$ cat src/rtl/mem_arbiter.sv
// mem_arbiter: round-robin arbiter sharing one backing-memory port between
// an instruction-side and a data-side requester, with a BUSY-cycle timeout.
module mem_arbiter #(
  parameter int TIMEOUT = 64,
  parameter int CW      = 8
) (
  input  logic        clk,
  input  logic        reset,
  input  logic        i_req,
  input  logic        i_wenable,
  input  logic [31:0] i_addr,
  input  logic [31:0] i_wdata,
  input  logic        d_req,
  input  logic        d_wenable,
  input  logic [31:0] d_addr,
  input  logic [31:0] d_wdata,
  output logic        i_stall,
  output logic        i_done,
  output logic        i_err,
  output logic [31:0] i_rdata,
  output logic        d_stall,
  output logic        d_done,
  output logic        d_err,
  output logic [31:0] d_rdata,
  output logic        mem_req,
  output logic        mem_wenable,
  output logic [31:0] mem_addr,
  output logic [31:0] mem_wdata,
  input  logic        mem_ack,
  input  logic [31:0] mem_rdata
);
  localparam logic [1:0] IDLE = 2'd0, BUSY = 2'd1, DONE = 2'd2;
  logic [1:0]    state;
  logic          gnt;
  logic          last_grant;
  logic [CW-1:0] cnt;
  logic          pick_d;
  logic          hit_to;
  // gnt/last_grant: 1 = data side, 0 = instruction side
  always_comb begin
    pick_d = d_req & (~i_req | ~last_grant);
    hit_to = cnt == CW'(TIMEOUT - 1);
  end
  assign i_stall = i_req & ~i_done;
  assign d_stall = d_req & ~d_done;
  always_ff @(posedge clk) begin
    if (!reset) begin
      state       <= IDLE;
      gnt         <= 1'b0;
      last_grant  <= 1'b1;
      cnt         <= '0;
      mem_req     <= 1'b0;
      mem_wenable <= 1'b0;
      mem_addr    <= '0;
      mem_wdata   <= '0;
      i_done      <= 1'b0;
      i_err       <= 1'b0;
      i_rdata     <= '0;
      d_done      <= 1'b0;
      d_err       <= 1'b0;
      d_rdata     <= '0;
    end else begin
      case (state)
        IDLE: if (i_req | d_req) begin
          gnt         <= pick_d;
          mem_req     <= 1'b1;
          mem_wenable <= pick_d ? d_wenable : i_wenable;
          mem_addr    <= pick_d ? d_addr : i_addr;
          mem_wdata   <= pick_d ? d_wdata : i_wdata;
          cnt         <= '0;
          state       <= BUSY;
        end
        // the TIMEOUT-th ack-less cycle aborts; an ack in that cycle still wins
        BUSY: if (mem_ack || hit_to) begin
          mem_req <= 1'b0;
          i_done  <= ~gnt;
          d_done  <= gnt;
          i_err   <= ~gnt & ~mem_ack;
          d_err   <= gnt & ~mem_ack;
          if (gnt) d_rdata <= mem_ack ? mem_rdata : '0;
          else i_rdata <= mem_ack ? mem_rdata : '0;
          state   <= DONE;
        end else begin
          cnt <= cnt + 1'b1;
        end
        DONE: begin
          i_done     <= 1'b0;
          d_done     <= 1'b0;
          i_err      <= 1'b0;
          d_err      <= 1'b0;
          last_grant <= gnt;
          state      <= IDLE;
        end
        default: state <= IDLE;
      endcase
    end
  end
endmodule
$ cat config.mk
export PLATFORM = sky130hd
export DESIGN_NAME = mem_arbiter
export DESIGN_NICKNAME = d
export VERILOG_FILES = /design/src/rtl/mem_arbiter.sv
export SDC_FILE = /design/constraint.sdc
export NUM_CORES = 1
export LEC_CHECK = 0
export CAP_MARGIN = 10
export CORE_MARGIN = 10
export CORE_UTILIZATION = 40
export DETAILED_ROUTE_END_ITERATION = 8
export PLACE_DENSITY = 0.85
export SETUP_SLACK_MARGIN = 0.3
export SLEW_MARGIN = 20
export SYNTH_ARGS = -nofsm -noshare
export SYNTH_HDL_FRONTEND = slang
export SYNTH_SLANG_ARGS = --single-unit
export TNS_END_PERCENT = 10
$ cat constraint.sdc
create_clock -name clk -period 2.88 [get_ports clk]
set_clock_uncertainty 0.2 [all_clocks]
set_input_delay 0.288 -clock clk [delete_from_list [all_inputs] [get_ports clk]]
set_output_delay 0.288 -clock clk [all_outputs]
set_load 0.01 [all_outputs]
== After elaboration in Yosys (flattened, before gate mapping) ==
Cells that the tools add are included.
W data, S select, Z words.

* Add/subtract/negate cells: 1
* Eq/ne operators: 6
* Multiplexer cells: 21
* Bitwise gates (word level): 13
* Reduce and logical (&&, ||, !) cells: 11

{| class="wikitable"
|+ Operator list
! cell !! count
|-
| $mux W32 || 3
|-
| $mux W8 || 2
|-
| $pmux W8 S2 || 1
|-
| $reduce_and A3 Y1 || 4
|-
| $pmux W1 S2 || 5
|-
| $add A8 B1 Y8 const B || 1
|-
| $eq A8 B6 Y1 const B || 1
|-
| $mux W1 || 7
|-
| $ne A2 B2 Y1 const B || 3
|-
| $not A1 Y1 || 6
|-
| $reduce_and A2 Y1 || 3
|-
| $and A1 B1 Y1 || 5
|-
| $mux W2 || 2
|-
| $pmux W2 S2 || 1
|-
| $reduce_bool A2 Y1 || 2
|-
| $eq A2 B1 Y1 const B || 1
|-
| $eq A2 B2 Y1 const B || 1
|-
| $logic_not A2 Y1 || 1
|-
| $or A1 B1 Y1 || 2
|-
| $logic_or A1 B1 Y1 || 1
|}

* Register bits after elaboration: 146
* Bits of input ports: 167
* Output and inout bits: 136
* Word-level logic and storage cells: 66

== Longest topological paths before layout ==
Gate-level depths: netlist of run 1.

* Depth in word-level cells: 4
* Gate-level depth with buffers: 7
* Mapped depth without buffers: 5

== Worst setup path after synthesis of run 1 ==
OpenSTA, ideal clock, no wires.

* Path kind: reg-to-reg
* Start point: register cnt[0]
* End point: register i_rdata[10]
* Setup time: 0.120 ns
* Arrival time: 1.772 ns
* Required time: 2.560 ns
* Slack: 0.789 ns
* Stages on the path, launching flop included: 8
* Buffers on the path: 2
* Clock period less this slack: 2.091 ns
* Cells stage by stage: dfxtp_1 > ha_1 > nor3b_4 > a21oi_4 > or3_1 > buf_4 > buf_6 > mux2i_1

* Cells in the longest elaborated chain, start to end: 3

{| class="wikitable"
|+ RTL lines
! element !! line !! source
|-
| start: declaration || 36 || <nowiki>logic [CW-1:0] cnt;</nowiki>
|-
| start signal: assignment || 84 || <nowiki>cnt <= cnt + 1'b1;</nowiki>
|-
| $eq A8 B6 Y1 || 42 || <nowiki>hit_to = cnt == CW'(TIMEOUT - 1);</nowiki>
|-
| $logic_or A1 B1 Y1 || 74 || <nowiki>BUSY: if (mem_ack || hit_to) begin</nowiki>
|-
| $reduce_and A3 Y1 (no line) || - ||
|-
| end signal: assignment || 81 || <nowiki>else i_rdata <= mem_ack ? mem_rdata : '0;</nowiki>
|-
| end: declaration || 20 || <nowiki>output logic [31:0] i_rdata,</nowiki>
|}

Every way passes these cells.
A chain may end at the register's enable or synchronous reset.

== Final worst setup path of run 1 ==
* Start point: register cnt[0]
* End point: register i_rdata[8]

The elaborated chain is that of the path after synthesis.

==> reports/results.env, run 1 <==
POST_DRT_WL_PER_CELL_UM=18.4
SYNTH-MAIN-FF-CELL='sky130_fd_sc_hd__dfxtp_1'
TIMING.CRITICAL_PATH.ARRIVAL_PS=2490
ENDPOINT_KIND='flop'
PATH_CLK_SLEW_PS=60
GRT-OVFL-TOTAL=0
DRTANTENNAVIOLNETS=0
MAXSLEWVIOLCOUNT=0
POST-ROUTE-DRC-COUNT=0
NETLIST_INSTANCES=631
RSZ0062_AT_GRT='false'
DRTPASS1ITERATIONS=4
LARGEST_NET_DEGREE_AT_THE_START_OF_GLOBAL_ROUTING=61
FP.DIEAREA_SQ_MM=0.0205
MAXCAPVIOLCOUNT=0
SYNTH.DISTINCT_CELLS=38
DETAILEDPLACE.WORSTSLACK_PS=413
CP_DATA_REQUIRED_TIME_PS=2970
DOMINANT_COMBINATIONAL_CELL_FAMILY_BY_AREA_AFTER_SYNTHESIS='multiplexers'
WORST_MIN_DELAY_PATH_CLASS='flop to flop'
FIN_SETUP_TNS_PS=0
WORST-SLEW-PIN-TRANSITION_PS=756
GRT_PASS1_WL_MM=30.6
MOSTFREQUENTLAYOUTCELL='sky130_fd_sc_hd__clkdlybuf4s50_1'
FILLERS=1166
POSTSYNTH.ASYNCRESETSHARE=0
STARTPOINT='cnt[0]'
CTS_TREE='done'
IRDROPWORSTVDD_mV=0.401
DIE_HEIGHT_UM=143
STD_CELL_ROWS=45
CTS.PATH.MAX_BUFFERS=2
SLEW_HEADROOM=0.495
CRITICALPATHCATEGORY='flop to flop'
MAPPED_CELL_AREA_SQ_MM=0.00608
SYNTHDOMINANTCELLAREASHARE=0.481
CLK_LATENCY_WORST_SKEW_PAIR_PS=410
RUN_STATUS='finished clean'
WORST_SETUP_SP_TYPE='flop'
SYNTH-SEQ-AREA-SHARE=0.481
CTS_MADE_BUFFERS=17
DETAILED_PLACE_HPWL_MM=15.9
IO_PINS=303
CTS-HTREE-LEVELS=4
CRIT_PATH_END='i_rdata[8]'
AREA_GROWTH_PCT=64.8
DR_TOTAL_VIAS=5584
POWERDENSITY_mW_PER_MM2=574
GLOBALROUTETOTALUTIL=0.192
TOTALWIRELENGTH_MM=20.6
SYNTH_FP_NETS=799
RR_STARTPOINT='cnt[0]'
CTS_ROOT_BUF='sky130_fd_sc_hd__clkbuf_16'
WORSTPATHMAXFANOUT=33
DIE_WIDTH_UM=143
MAX_FREQ_MHz=417
FINALSETUPVIOLCOUNT=0
SYNTH_COMPOUND_GATE_AREA_SHARE=0.111
POST_SYNTH_EDFFS=0
NUMBER_OF_ANTENNA_VIOLATIONS_AT_THE_FIRST_CHECK_IN_GLOBAL_ROUTING=2
VIAS_PER_CELL=4.98
DRIVE_ABOVE_1_SHARE=0.0612
YOSYS.AREA_SHARE.SIMPLE=0.150
FINALWEIGHTEDCONGESTION=0.902
STATIC-LEAKAGE-POWER_nW=3.85
INITIALDRTVIOLATIONCOUNT=193
PERIOD_NEEDED_PS=2400
FINAL_NET_COUNT=1086
YOSYSWARNINGS=0
CRITICAL_PATH.REG2REG.ENDPOINT='i_rdata[8]'
WORST_HOLD_SLACK_PS=255
INITIAL_CORE_UTIL=0.405
WORST-R2R-CELL-COUNT=6
SYNTH.AREA.MUX_SHARE=0.214
LAYOUT_WORST_PATH_CYCLE_SHARE=0.833
CLOCK-SINKS=146
SYNTH.LARGEST_AREA_CELL='sky130_fd_sc_hd__dfxtp_1'
POSTSYNTHREGISTERBITS=146
YOSYS.AREA_SHARE.ADDER=0.00206
FP.COREAREA_SQ_MM=0.0150
FIRST_GLOBAL_VIAS=5382
FINALHOLDVIOLCOUNT=0
BUFFER_PORTS.INSERTED=302
FINAL_CELL_MIX='301 x sky130_fd_sc_hd__clkdlybuf4s50_1, 146 x sky130_fd_sc_hd__dfxtp_1, 130 x sky130_fd_sc_hd__mux2i_1'
AVERAGE_CELL_AREA_AFTER_SYNTHESIS_SQ_UM=9.64
SYNTH_XOR_XNOR_AREA_SHARE=0
TIMING.FINAL.WS_SETUP_PS=480
YS_TOP_CELLS_BY_AREA='sky130_fd_sc_hd__dfxtp_1 48%, sky130_fd_sc_hd__mux2i_1 21%, sky130_fd_sc_hd__a211oi_1 8.0%'
REG2REG_SETUP_SLACK_PS=480
-- area by class of cell --
type	count	area, sq um	area share
inverter	1	3.75	0.000374
antenna	2	5.00	0.000499
clock buffer	19	433	0.0432
tap	188	235	0.0235
multi-input combinational	430	2930	0.292
clock inverter	13	233	0.0232
sequential	146	2920	0.292
timing repair buffer	322	3260	0.325
-- routing by layer --
layer,track usage,vias to the layer above,wire length (um)
met2,0.315,214,9950
met4,0.0607,0,318
met1,0.212,2504,8030
li1,-,2845,-
met3,0.0977,21,2340
met5,0,-,0
-- report_power, final --
part           switching (mW)  leakage [nW]  internal [mW]  total (mW)
registers              0.0679          1.20           2.15        2.22
logic                   0.461          2.33          0.596        1.06
clock network           0.850         0.322           1.63        2.48
-- flip-flops by register name (all words and copies together), names as in the netlist --
name / cells
i_err: 1
last_grant: 1
mem_addr: 32
i_rdata: 32
gnt: 1
state: 2
d_done: 1
i_done: 1
d_err: 1
cnt: 8
d_rdata: 32
mem_req: 1
mem_wenable: 1
mem_wdata: 32
-- how the worst min path moves through the flow --
| stage | to | depth (start not counted) | start |
|---|---|---|---|
| finish | d_rdata[22] | 2 | d_rdata[22] |
| floorplan | cnt[4] | 1 | cnt[4] |
| global route | d_rdata[31] | 2 | d_rdata[31] |
| global placement | d_rdata[24] | 2 | d_rdata[24] |
| detailed placement | d_rdata[27] | 2 | d_rdata[27] |
| CTS | d_rdata[27] | 2 | d_rdata[27] |
-- cells in the mapped netlist (all sizes together), types with 3 or more instances --
library cell,n
a211oi,65
a21oi,6
a31oi,6
and3,6
buf,19
clkbuf,35
dfxtp,146
mux2i,130
nand2,71
nand3,42
nand4,3
nor2,71
nor2b,3
o21ai,3
-- cell families after synthesis --
family	after synthesis
buffers and inverters	55
adder cells (fa/ha/maj)	1
multiplexers	130
AO/OA/AOI/OAI	92
flip-flops	146
AND/OR/NAND/NOR	207
-- stage by stage --
stage / instances / util / area (sq um) / total power [mW]
final: 1121 / 0.667 / 10000 / 5.75
after global routing: 1119 / 0.666 / 10000 / 5.97
after CTS: 1119 / 0.666 / 10000 / 5.81
after detailed placement: 1086 / 0.621 / 9340 / 3.32
after global placement: 1086 / 0.621 / 9340 / 3.30
after floorplan: 631 / - / 6080 / 2.70
-- repair_timing --
item                                    4_1_cts  5_1_grt
endpoints found under the setup margin        0       14
hold buffers                                  1        0
resized for setup                             0        1
buffers inserted                              0        0
endpoints found under the hold margin         2        0
-- critical path: stages, from the launching register on --
cell	delay [ps]
sky130_fd_sc_hd__dfxtp_1	410
sky130_fd_sc_hd__ha_1	280
sky130_fd_sc_hd__nor3b_4	330
sky130_fd_sc_hd__a21oi_4	140
sky130_fd_sc_hd__or3_2	480
sky130_fd_sc_hd__buf_6	250
sky130_fd_sc_hd__mux2i_1	170
No activity file was read; power rests on OpenSTA's default activity.
==> run 2, diff against run 1 <==
==> constraint.sdc (replaced) <==
create_clock -name clk -period 2.4 [get_ports clk]
set_clock_uncertainty 0.2 [all_clocks]
set_input_delay 0.24 -clock clk [delete_from_list [all_inputs] [get_ports clk]]
set_output_delay 0.24 -clock clk [all_outputs]
set_load 0.01 [all_outputs]
==> run 2 against run 1 <==
  * Setup slack worse by 130 ps
  * Sequential share of layout area up 0.16 points
  * Combinational power up 20%
  * Clock power up 7%
  * Clock-buffer cell count up 1
  * Sequential power up 20%
  * Core utilization down 0.32 points
  * Routed wire length up 2.0%
  * Power up 15%
  * Global-route usage up 0.18 points
  * Via count up 2.7%
  * Critical endpoint is now i_stall
  * Largest cell class unchanged
==> reports/results.env, run 2 (same netlist as run 1, synthesis figures left out) <==
RUN_STATUS='finished clean'
WORSTPATHMAXFANOUT=4  # -88%
WORST-SLEW-PIN-TRANSITION_PS=480  # -276 ps
PATH_DELAY_FAMILY='buffers and inverters'
GLOBALROUTETOTALUTIL=0.194  # +0.00182
VIAS_PER_CELL=5.13  # +3.1%
FIRST_GLOBAL_VIAS=5690  # +5.7%
TOTALWIRELENGTH_MM=21.1  # +2.0%
STARTPOINT='i_req'
FINALSETUPVIOLCOUNT=0  # unchanged
INSTANCES_NO_FILL=1117  # -0.36%
LAYOUT_WORST_PATH_CYCLE_SHARE=0.852
DR_TOTAL_VIAS=5734  # +2.7%
CTS_MADE_BUFFERS=17  # unchanged
BUFFER_PORTS.INSERTED=302  # unchanged
WORST-R2R-CELL-COUNT=5  # -1
DIE_WIDTH_UM=143  # unchanged
DRIVE_ABOVE_1_SHARE=0.0604  # -0.000815
TIMING.CRITICAL_PATH.ARRIVAL_PS=1610  # -880 ps
FP.COREAREA_SQ_MM=0.0150  # unchanged
WORST_PATH_MAX_DELAY_CELL='sky130_fd_sc_hd__clkdlybuf4s50_1'
GRT-OVFL-TOTAL=0  # unchanged
FP.DIEAREA_SQ_MM=0.0205  # unchanged
GRT_PASS1_WL_MM=30.8  # +0.95%
WORST-PATH-STAGES=3  # -3
POST_DRT_WL_PER_CELL_UM=18.9  # +2.4%
MULTI_INPUT_AREA_SQ_MM=0.00295  # +0.68%
LAYOUT.AREA.SEQ_SQ_MM=0.00293  # about the same
NUMBER_OF_ANTENNA_VIOLATIONS_AT_THE_FIRST_CHECK_IN_GLOBAL_ROUTING=2  # unchanged
IRDROPWORSTVDD_mV=0.482  # +20%
MAX_FREQ_MHz=489
CRIT_PATH_END='i_stall'
CRIT_PATH_MAX_INCR_DELAY_PS=600  # +120 ps
ORDERED_LIST_OF_CELLS_ON_THE_WORST_PATH='clkdlybuf4s50_1 -> nor2b_1 -> clkdlybuf4s50_1'
DRTPASS1ITERATIONS=6  # +2
FINAL_UTIL=0.664  # -0.00316
PERIOD_NEEDED_PS=2050
INITIALDRTVIOLATIONCOUNT=225  # +17%
ENDPOINT_KIND='output port'
MOSTFREQUENTLAYOUTCELL='sky130_fd_sc_hd__clkdlybuf4s50_1'
TIMING.CRITICAL_PATH.MODE_CELL='sky130_fd_sc_hd__clkdlybuf4s50_1'
PATH_CLK_SLEW_PS=60  # about the same
FINALHOLDVIOLCOUNT=0  # unchanged
CP_NUM_BUF_INV=2  # +1
AREA_GROWTH_PCT=64.0
POWERDENSITY_mW_PER_MM2=661  # +15%
SLEW_HEADROOM=0.680  # +0.185
RSZ0062_AT_GRT='true'
STATIC-LEAKAGE-POWER_nW=3.80  # -1.2%
FINAL_CELL_MIX='301 x sky130_fd_sc_hd__clkdlybuf4s50_1, 144 x sky130_fd_sc_hd__dfxtp_1, 129 x sky130_fd_sc_hd__mux2i_1'
REG2REG_SETUP_SLACK_PS=380  # -100 ps
CP_DATA_REQUIRED_TIME_PS=1960  # -1010 ps
LARGEST_NET_DEGREE_AT_THE_START_OF_GLOBAL_ROUTING=97  # +59%
POST-ROUTE-DRC-COUNT=0  # unchanged
POST-PLACE-CELLS=1081  # -0.46%
FINAL_NET_COUNT=1083  # -0.28%
RR_STARTPOINT='cnt[0]'
TIMING.HOLD.WORST.START='mem_rdata[10]'
DRTANTENNAVIOLNETS=0  # unchanged
STD_CELL_ROWS=45  # unchanged
FINALWEIGHTEDCONGESTION=0.820  # -9.2%
MAXCAPVIOLCOUNT=0  # unchanged
CTS-HTREE-LEVELS=4  # unchanged
CRITICALPATHCATEGORY='input port to output port'
DETAILED_PLACE_HPWL_MM=15.9  # +0.41%
CLK_LATENCY_WORST_SKEW_PAIR_PS=410  # about the same
CTS_TREE='done'
FILLERS=1213  # +4.0%
CTS.PATH.MAX_BUFFERS=2  # unchanged
FIN_SETUP_TNS_PS=0  # unchanged
WORST_MIN_DELAY_PATH_CLASS='input port to flop'
CRITICAL_PATH.REG2REG.ENDPOINT='cnt[3]'
WORST_SETUP_SP_TYPE='input port'
CLOCK-SINKS=146  # unchanged
MAXSLEWVIOLCOUNT=0  # unchanged
DIE_HEIGHT_UM=143  # unchanged
IO_PINS=303  # unchanged
INITIAL_CORE_UTIL=0.405  # unchanged
CTS_ROOT_BUF='sky130_fd_sc_hd__clkbuf_16'
[run 2: cell count changes in the layout (fill, tap and decap cells not counted), moves of 2 or more]
cell	previous run	this run
sky130_fd_sc_hd__inv_6	1	3
sky130_fd_sc_hd__dfxtp_1	146	144
sky130_fd_sc_hd__bufinv_16	6	3
sky130_fd_sc_hd__buf_4	11	7
sky130_fd_sc_hd__dfxtp_2	0	2
[run 2: metal layers]
| metal | GRT usage | wire [um] | up-vias |
|---|---|---|---|
| met2 | 0.327 | 10100 | 244 |
| li1 | - | - | 2825 |
| met4 | 0.0806 | 549 | 0 |
| met1 | 0.197 | 7980 | 2634 |
| met5 | 0 | 0 | - |
| met3 | 0.102 | 2390 | 31 |
[run 2: final cells by class]
type                       count  share of cell area
antenna                        2            0.000502
multi-input combinational    430               0.296
tap                          188              0.0236
inverter                       1            0.000376
clock inverter                11              0.0156
timing repair buffer         319               0.327
sequential                   146               0.293
clock buffer                  20              0.0438
[run 2: power by group]
group	switching (mW)	internal, mW	leakage (nW)
sequential	0.0824	2.58	1.20
combinational	0.558	0.713	2.32
clock	1.02	1.64	0.285
total	1.66	4.93	3.80
[run 2: how the worst min path moves through the flow]
stage	cells after the start	slack (ps)	end
floorplan	2	210	state[1]
global placement	2	240	d_rdata[17]
detailed placement	2	250	d_rdata[22]
CTS	3	220	d_rdata[7]
global route	3	240	i_rdata[16]
finish	3	240	d_rdata[10]
[run 2: worst register-to-register path, stage by stage (launching register included)]
cell                      delay [ps]
sky130_fd_sc_hd__dfxtp_2         350
sky130_fd_sc_hd__ha_4            180
sky130_fd_sc_hd__nor3b_4         160
sky130_fd_sc_hd__a211o_1         400
sky130_fd_sc_hd__or4_1           490
sky130_fd_sc_hd__a31oi_1         160
[run 2: repair_timing]
action / in CTS / in global routing
gates cloned: 0 / 1
hold buffers: 1 / 0
buffers inserted: 1 / 0
endpoints found under the hold margin: 4 / 0
setup endpoints to repair: 66 / 38
resized for setup: 4 / 2
[run 2: through the flow]
| step | area, sq um | hold WS [ps] | setup slack [ps] | power (mW) |
|---|---|---|---|---|
| 2_1_floorplan | 6080 | 212 | 309 | 3.24 |
| 6_report | 9980 | 241 | 355 | 6.59 |
| 4_1_cts | 9940 | 224 | 287 | 6.65 |
| 5_1_grt | 9970 | 242 | 259 | 6.85 |
| 3_3_place_gp | 9310 | 241 | 208 | 3.95 |
| 3_5_place_dp | 9310 | 247 | 152 | 3.98 |
==> run 3, diff against run 2 <==
--- a/config.mk
+++ b/config.mk
@@ -5,11 +5,12 @@
 export SDC_FILE = /design/constraint.sdc
 export NUM_CORES = 1
 export LEC_CHECK = 0
+export ABC_AREA = 1
 export CAP_MARGIN = 10
 export CORE_MARGIN = 10
-export CORE_UTILIZATION = 40
+export CORE_UTILIZATION = 41
 export DETAILED_ROUTE_END_ITERATION = 8
-export PLACE_DENSITY = 0.85
+export PLACE_DENSITY = 0.86
 export SETUP_SLACK_MARGIN = 0.3
 export SLEW_MARGIN = 20
 export SYNTH_ARGS = -nofsm -noshare
==> constraint.sdc (replaced) <==
create_clock -name clk -period 2.4 [get_ports clk]
set_clock_uncertainty 0.2 [all_clocks]
set_input_delay 0.24 -clock clk [delete_from_list [all_inputs] [get_ports clk]]
set_output_delay 0.24 -clock clk [all_outputs]
set_load 0.005 [all_outputs]
==> run 3 against run 2 <==
  * Synthesized cell count up 42%
  * Global-route usage up 2.3 points
  * Routed wire length up 13%
  * Critical path depth up 1
  * Largest power group unchanged
==> reports/results.env, run 3 <==
POSTSYNTH.ASYNCRESETSHARE=0  # unchanged
INSTANCES_NO_FILL=1379  # +23%
DIE_WIDTH_UM=144  # +0.55%
FINALSETUPVIOLCOUNT=0  # unchanged
CRIT_PATH_MAX_INCR_DELAY_PS=570  # -30 ps
GRT-OVFL-TOTAL=0  # unchanged
GLOBALROUTETOTALUTIL=0.217  # +0.0234
POSTSYNTHREGISTERBITS=146  # unchanged
MOSTFREQUENTLAYOUTCELL='sky130_fd_sc_hd__clkdlybuf4s50_1'
DETAILED_PLACE_HPWL_MM=17.1  # +7.3%
FILLERS=1216  # +0.25%
ANTENNA_CELLS_INSERTED=0  # -2
TIMING.CRITICAL_PATH.ARRIVAL_PS=1550  # -60 ps
YS_TOP_CELLS_BY_AREA='sky130_fd_sc_hd__dfxtp_1 46%, sky130_fd_sc_hd__nand2_1 17%, sky130_fd_sc_hd__a31oi_1 6.4%'
CP_DATA_REQUIRED_TIME_PS=1960  # about the same
SYNTH.DISTINCT_CELLS=26  # -32%
CRITICALPATHCATEGORY='input port to output port'
PERIOD_NEEDED_PS=1990  # -55.4 ps
FP.COREAREA_SQ_MM=0.0151  # +0.75%
CLOCK-SINKS=146  # unchanged
SYNTH_FP_NETS=1062  # +33%
VIAS_PER_CELL=5.12  # -0.17%
DRTPASS1ITERATIONS=6  # unchanged
POST-PLACE-CELLS=1333  # +23%
IO_PINS=303  # unchanged
PWR-SHARE-CLK=0.400  # -0.004
CTS_TREE='done'
SYNTH.LARGEST_AREA_CELL='sky130_fd_sc_hd__dfxtp_1'
POST_SYNTH_EDFFS=0  # unchanged
WORSTPATHMAXFANOUT=3  # -1
CTS-HTREE-LEVELS=4  # unchanged
FINISH.INSTANCE_AREA_SQ_MM=0.0102  # +2.0%
YS_TOP_CELLS_BY_COUNT='281 x sky130_fd_sc_hd__nand2_1, 146 x sky130_fd_sc_hd__dfxtp_1, 76 x sky130_fd_sc_hd__inv_1'
FINAL_CELL_MIX='301 x sky130_fd_sc_hd__clkdlybuf4s50_1, 279 x sky130_fd_sc_hd__nand2_1, 146 x sky130_fd_sc_hd__dfxtp_1'
NUMBER_OF_ANTENNA_VIOLATIONS_AT_THE_FIRST_CHECK_IN_GLOBAL_ROUTING=0  # -2
CTS_ROOT_BUF='sky130_fd_sc_hd__clkbuf_16'
DRIVE_ABOVE_1_SHARE=0.0621  # +0.00172
AREA_GROWTH_PCT=61.2
FIN_TOTAL_PWR_mW=6.76  # +2.5%
SYNTH-SEQ-AREA-SHARE=0.463  # -0.0177
POWER.INTERNAL_mW=4.90  # -0.63%
CP_NUM_BUF_INV=3  # +1
PATH_CLK_SLEW_PS=60  # about the same
ORDERED_LIST_OF_CELLS_ON_THE_WORST_PATH='clkdlybuf4s50_1 -> inv_1 -> nor2_1 -> clkdlybuf4s50_1'
STATIC-LEAKAGE-POWER_nW=4.18  # +9.9%
FINALHOLDVIOLCOUNT=0  # unchanged
LARGEST_NET_DEGREE_AT_THE_START_OF_GLOBAL_ROUTING=103  # +6.2%
SYNTHDOMINANTCELLAREASHARE=0.463  # -0.0177
POST_DRT_WL_PER_CELL_UM=17.2  # -8.8%
RSZ0062_AT_GRT='true'
SYNTH-MAIN-FF-CELL='sky130_fd_sc_hd__dfxtp_1'
SYNTH.AREA.MUX_SHARE=0  # -0.214
DIE_HEIGHT_UM=144  # +0.55%
WORST-SLEW-PIN-TRANSITION_PS=572  # +92.4 ps
CTS_MADE_BUFFERS=17  # unchanged
FINAL_NET_COUNT=1346  # +24%
MULTI_INPUT_AREA_SQ_MM=0.00282  # -4.4%
MAXSLEWVIOLCOUNT=0  # unchanged
IRDROPWORSTVDD_mV=0.491  # +1.9%
YOSYSMOSTFREQUENTCELL='sky130_fd_sc_hd__nand2_1'
FINALWEIGHTEDCONGESTION=0.891  # +8.7%
DPL-INSTANCE-AREA_SQ_MM=0.00945  # +1.5%
POWERDENSITY_mW_PER_MM2=664  # +0.44%
LAYOUT_WORST_PATH_CYCLE_SHARE=0.829  # -0.0231
SWITCHING_SHARE=0.274  # +0.0228
FIN_SETUP_TNS_PS=0  # unchanged
MAXCAPVIOLCOUNT=0  # unchanged
FP.DIEAREA_SQ_MM=0.0208  # +1.1%
POST-ROUTE-DRC-COUNT=0  # unchanged
TIMING.CRITICAL_PATH.MODE_CELL='sky130_fd_sc_hd__clkdlybuf4s50_1'
BUFFER_PORTS.INSERTED=302  # unchanged
INITIAL_CORE_UTIL=0.417  # +0.0124
SYNTH_XOR_XNOR_AREA_SHARE=0  # unchanged
GRT_PASS1_WL_MM=35.4  # +15%
SYNTH_COMPOUND_GATE_AREA_SHARE=0.175  # +0.0639
RUN_STATUS='finished clean'
SLEW_HEADROOM=0.618  # -0.0613
YOSYS.AREA_SHARE.ADDER=0.00198  # -0.0000758
YOSYS.AREA_SHARE.SIMPLE=0.265  # +0.116
TOTALWIRELENGTH_MM=23.7  # +13%
WORST_PATH_MAX_DELAY_CELL='sky130_fd_sc_hd__clkdlybuf4s50_1'
DR_TOTAL_VIAS=7067  # +23%
DOMINANT_COMBINATIONAL_CELL_FAMILY_BY_AREA_AFTER_SYNTHESIS='simple AND/OR/NAND/NOR gates'
TOTAL_SWITCHING_POWER_mW=1.85  # +12%
PWR-SHARE-COMB=0.200  # +0.007
NETLIST_INSTANCES=894  # +42%
MAPPED_CELL_AREA_SQ_MM=0.00631  # +3.8%
STD_CELL_ROWS=45  # unchanged
CLK_LATENCY_WORST_SKEW_PAIR_PS=420  # about the same
WORST_SETUP_SP_TYPE='input port'
FIRST_GLOBAL_VIAS=6706  # +18%
WORST_HOLD_SLACK_PS=23.5  # -217 ps
AVERAGE_CELL_AREA_AFTER_SYNTHESIS_SQ_UM=7.06  # -27%
MAX_FREQ_MHz=503  # +2.8%
CTS.HOLD.BUFFERS_ADDED=0  # -1
DRTANTENNAVIOLNETS=0  # unchanged
INITIALDRTVIOLATIONCOUNT=476  # +110%
YOSYSWARNINGS=0  # unchanged
WORST_MIN_DELAY_PATH_CLASS='input port to flop'
LAYOUT.AREA.SEQ_SQ_MM=0.00292  # about the same
PATH_DELAY_FAMILY='buffers and inverters'
SEQUENTIAL_SHARE_OF_POWER=0.400  # -0.004
ENDPOINT_KIND='output port'
CTS.PATH.MAX_BUFFERS=2  # unchanged
==> run 3: cell type report <==
type                            instances  share of cell area
Timing Repair Buffer                  332               0.325
Clock buffer                           17              0.0418
Multi-Input combinational cell        604               0.277
Sequential cell                       146               0.287
Inverter                               77              0.0284
Tap cell                              188              0.0231
Clock inverter                         15              0.0175
==> run 3: per-stage QoR <==
step	setup slack, ps	utilization
6_report	410	0.672
5_1_grt	283	0.672
4_1_cts	289	0.664
3_5_place_dp	294	0.624
3_3_place_gp	385	0.624
2_1_floorplan	722	-
==> run 3: final timing paths <==
kind / endpoint / from / slack, ps / depth (start not counted)
setup / recovery: i_stall / i_req / 410 / 4
hold / removal: last_grant / reset / 20 / 2
setup reg to reg: i_rdata[7] / cnt[0] / 420 / 11
hold reg to reg: d_rdata[30] / d_rdata[30] / 260 / 2
==> run 3: repair_timing <==
| action | 4_1_cts | 5_1_grt |
|---|---|---|
| gates resized for setup | 0 | 5 |
| endpoints found under the setup margin | 6 | 61 |
| cloned | 0 | 2 |
| buffers inserted | 0 | 12 |
| pin swaps | 0 | 1 |
==> run 3: cells by family after synthesis <==
group	after synthesis
buffers and inverters	146
AO/OA/AOI/OAI	203
flip-flops	146
adder cells (fa/ha/maj)	1
AND/OR/NAND/NOR	398
==> run 3: power groups by stage <==
stage,clock network (mW),logic (mW),registers [mW]
6_report,2.70,1.35,2.70
3_3_place_gp,0,1.30,2.75
3_5_place_dp,0,1.32,2.75
4_1_cts,2.75,1.33,2.70
2_1_floorplan,0,0.516,2.76
5_1_grt,2.84,1.47,2.72
==> run 3: per-layer routing <==
metal,share of wire,track usage
met5,0,0
met4,0.030,0.0897
met3,0.12,0.0905
met2,0.49,0.363
met1,0.37,0.238
==> run 3: worst reg2reg max path, cell delays in order (launching register included) <==
cell                      delay [ps]
sky130_fd_sc_hd__dfxtp_1         340
sky130_fd_sc_hd__ha_1            220
sky130_fd_sc_hd__nand2_1         120
sky130_fd_sc_hd__nor2_1           60
sky130_fd_sc_hd__nand2_1         170
sky130_fd_sc_hd__nand2_2         150
sky130_fd_sc_hd__buf_4           170
sky130_fd_sc_hd__buf_4           130
sky130_fd_sc_hd__buf_4           130
sky130_fd_sc_hd__nand4_1          90
sky130_fd_sc_hd__nand2_1          70
sky130_fd_sc_hd__nor2_1           90
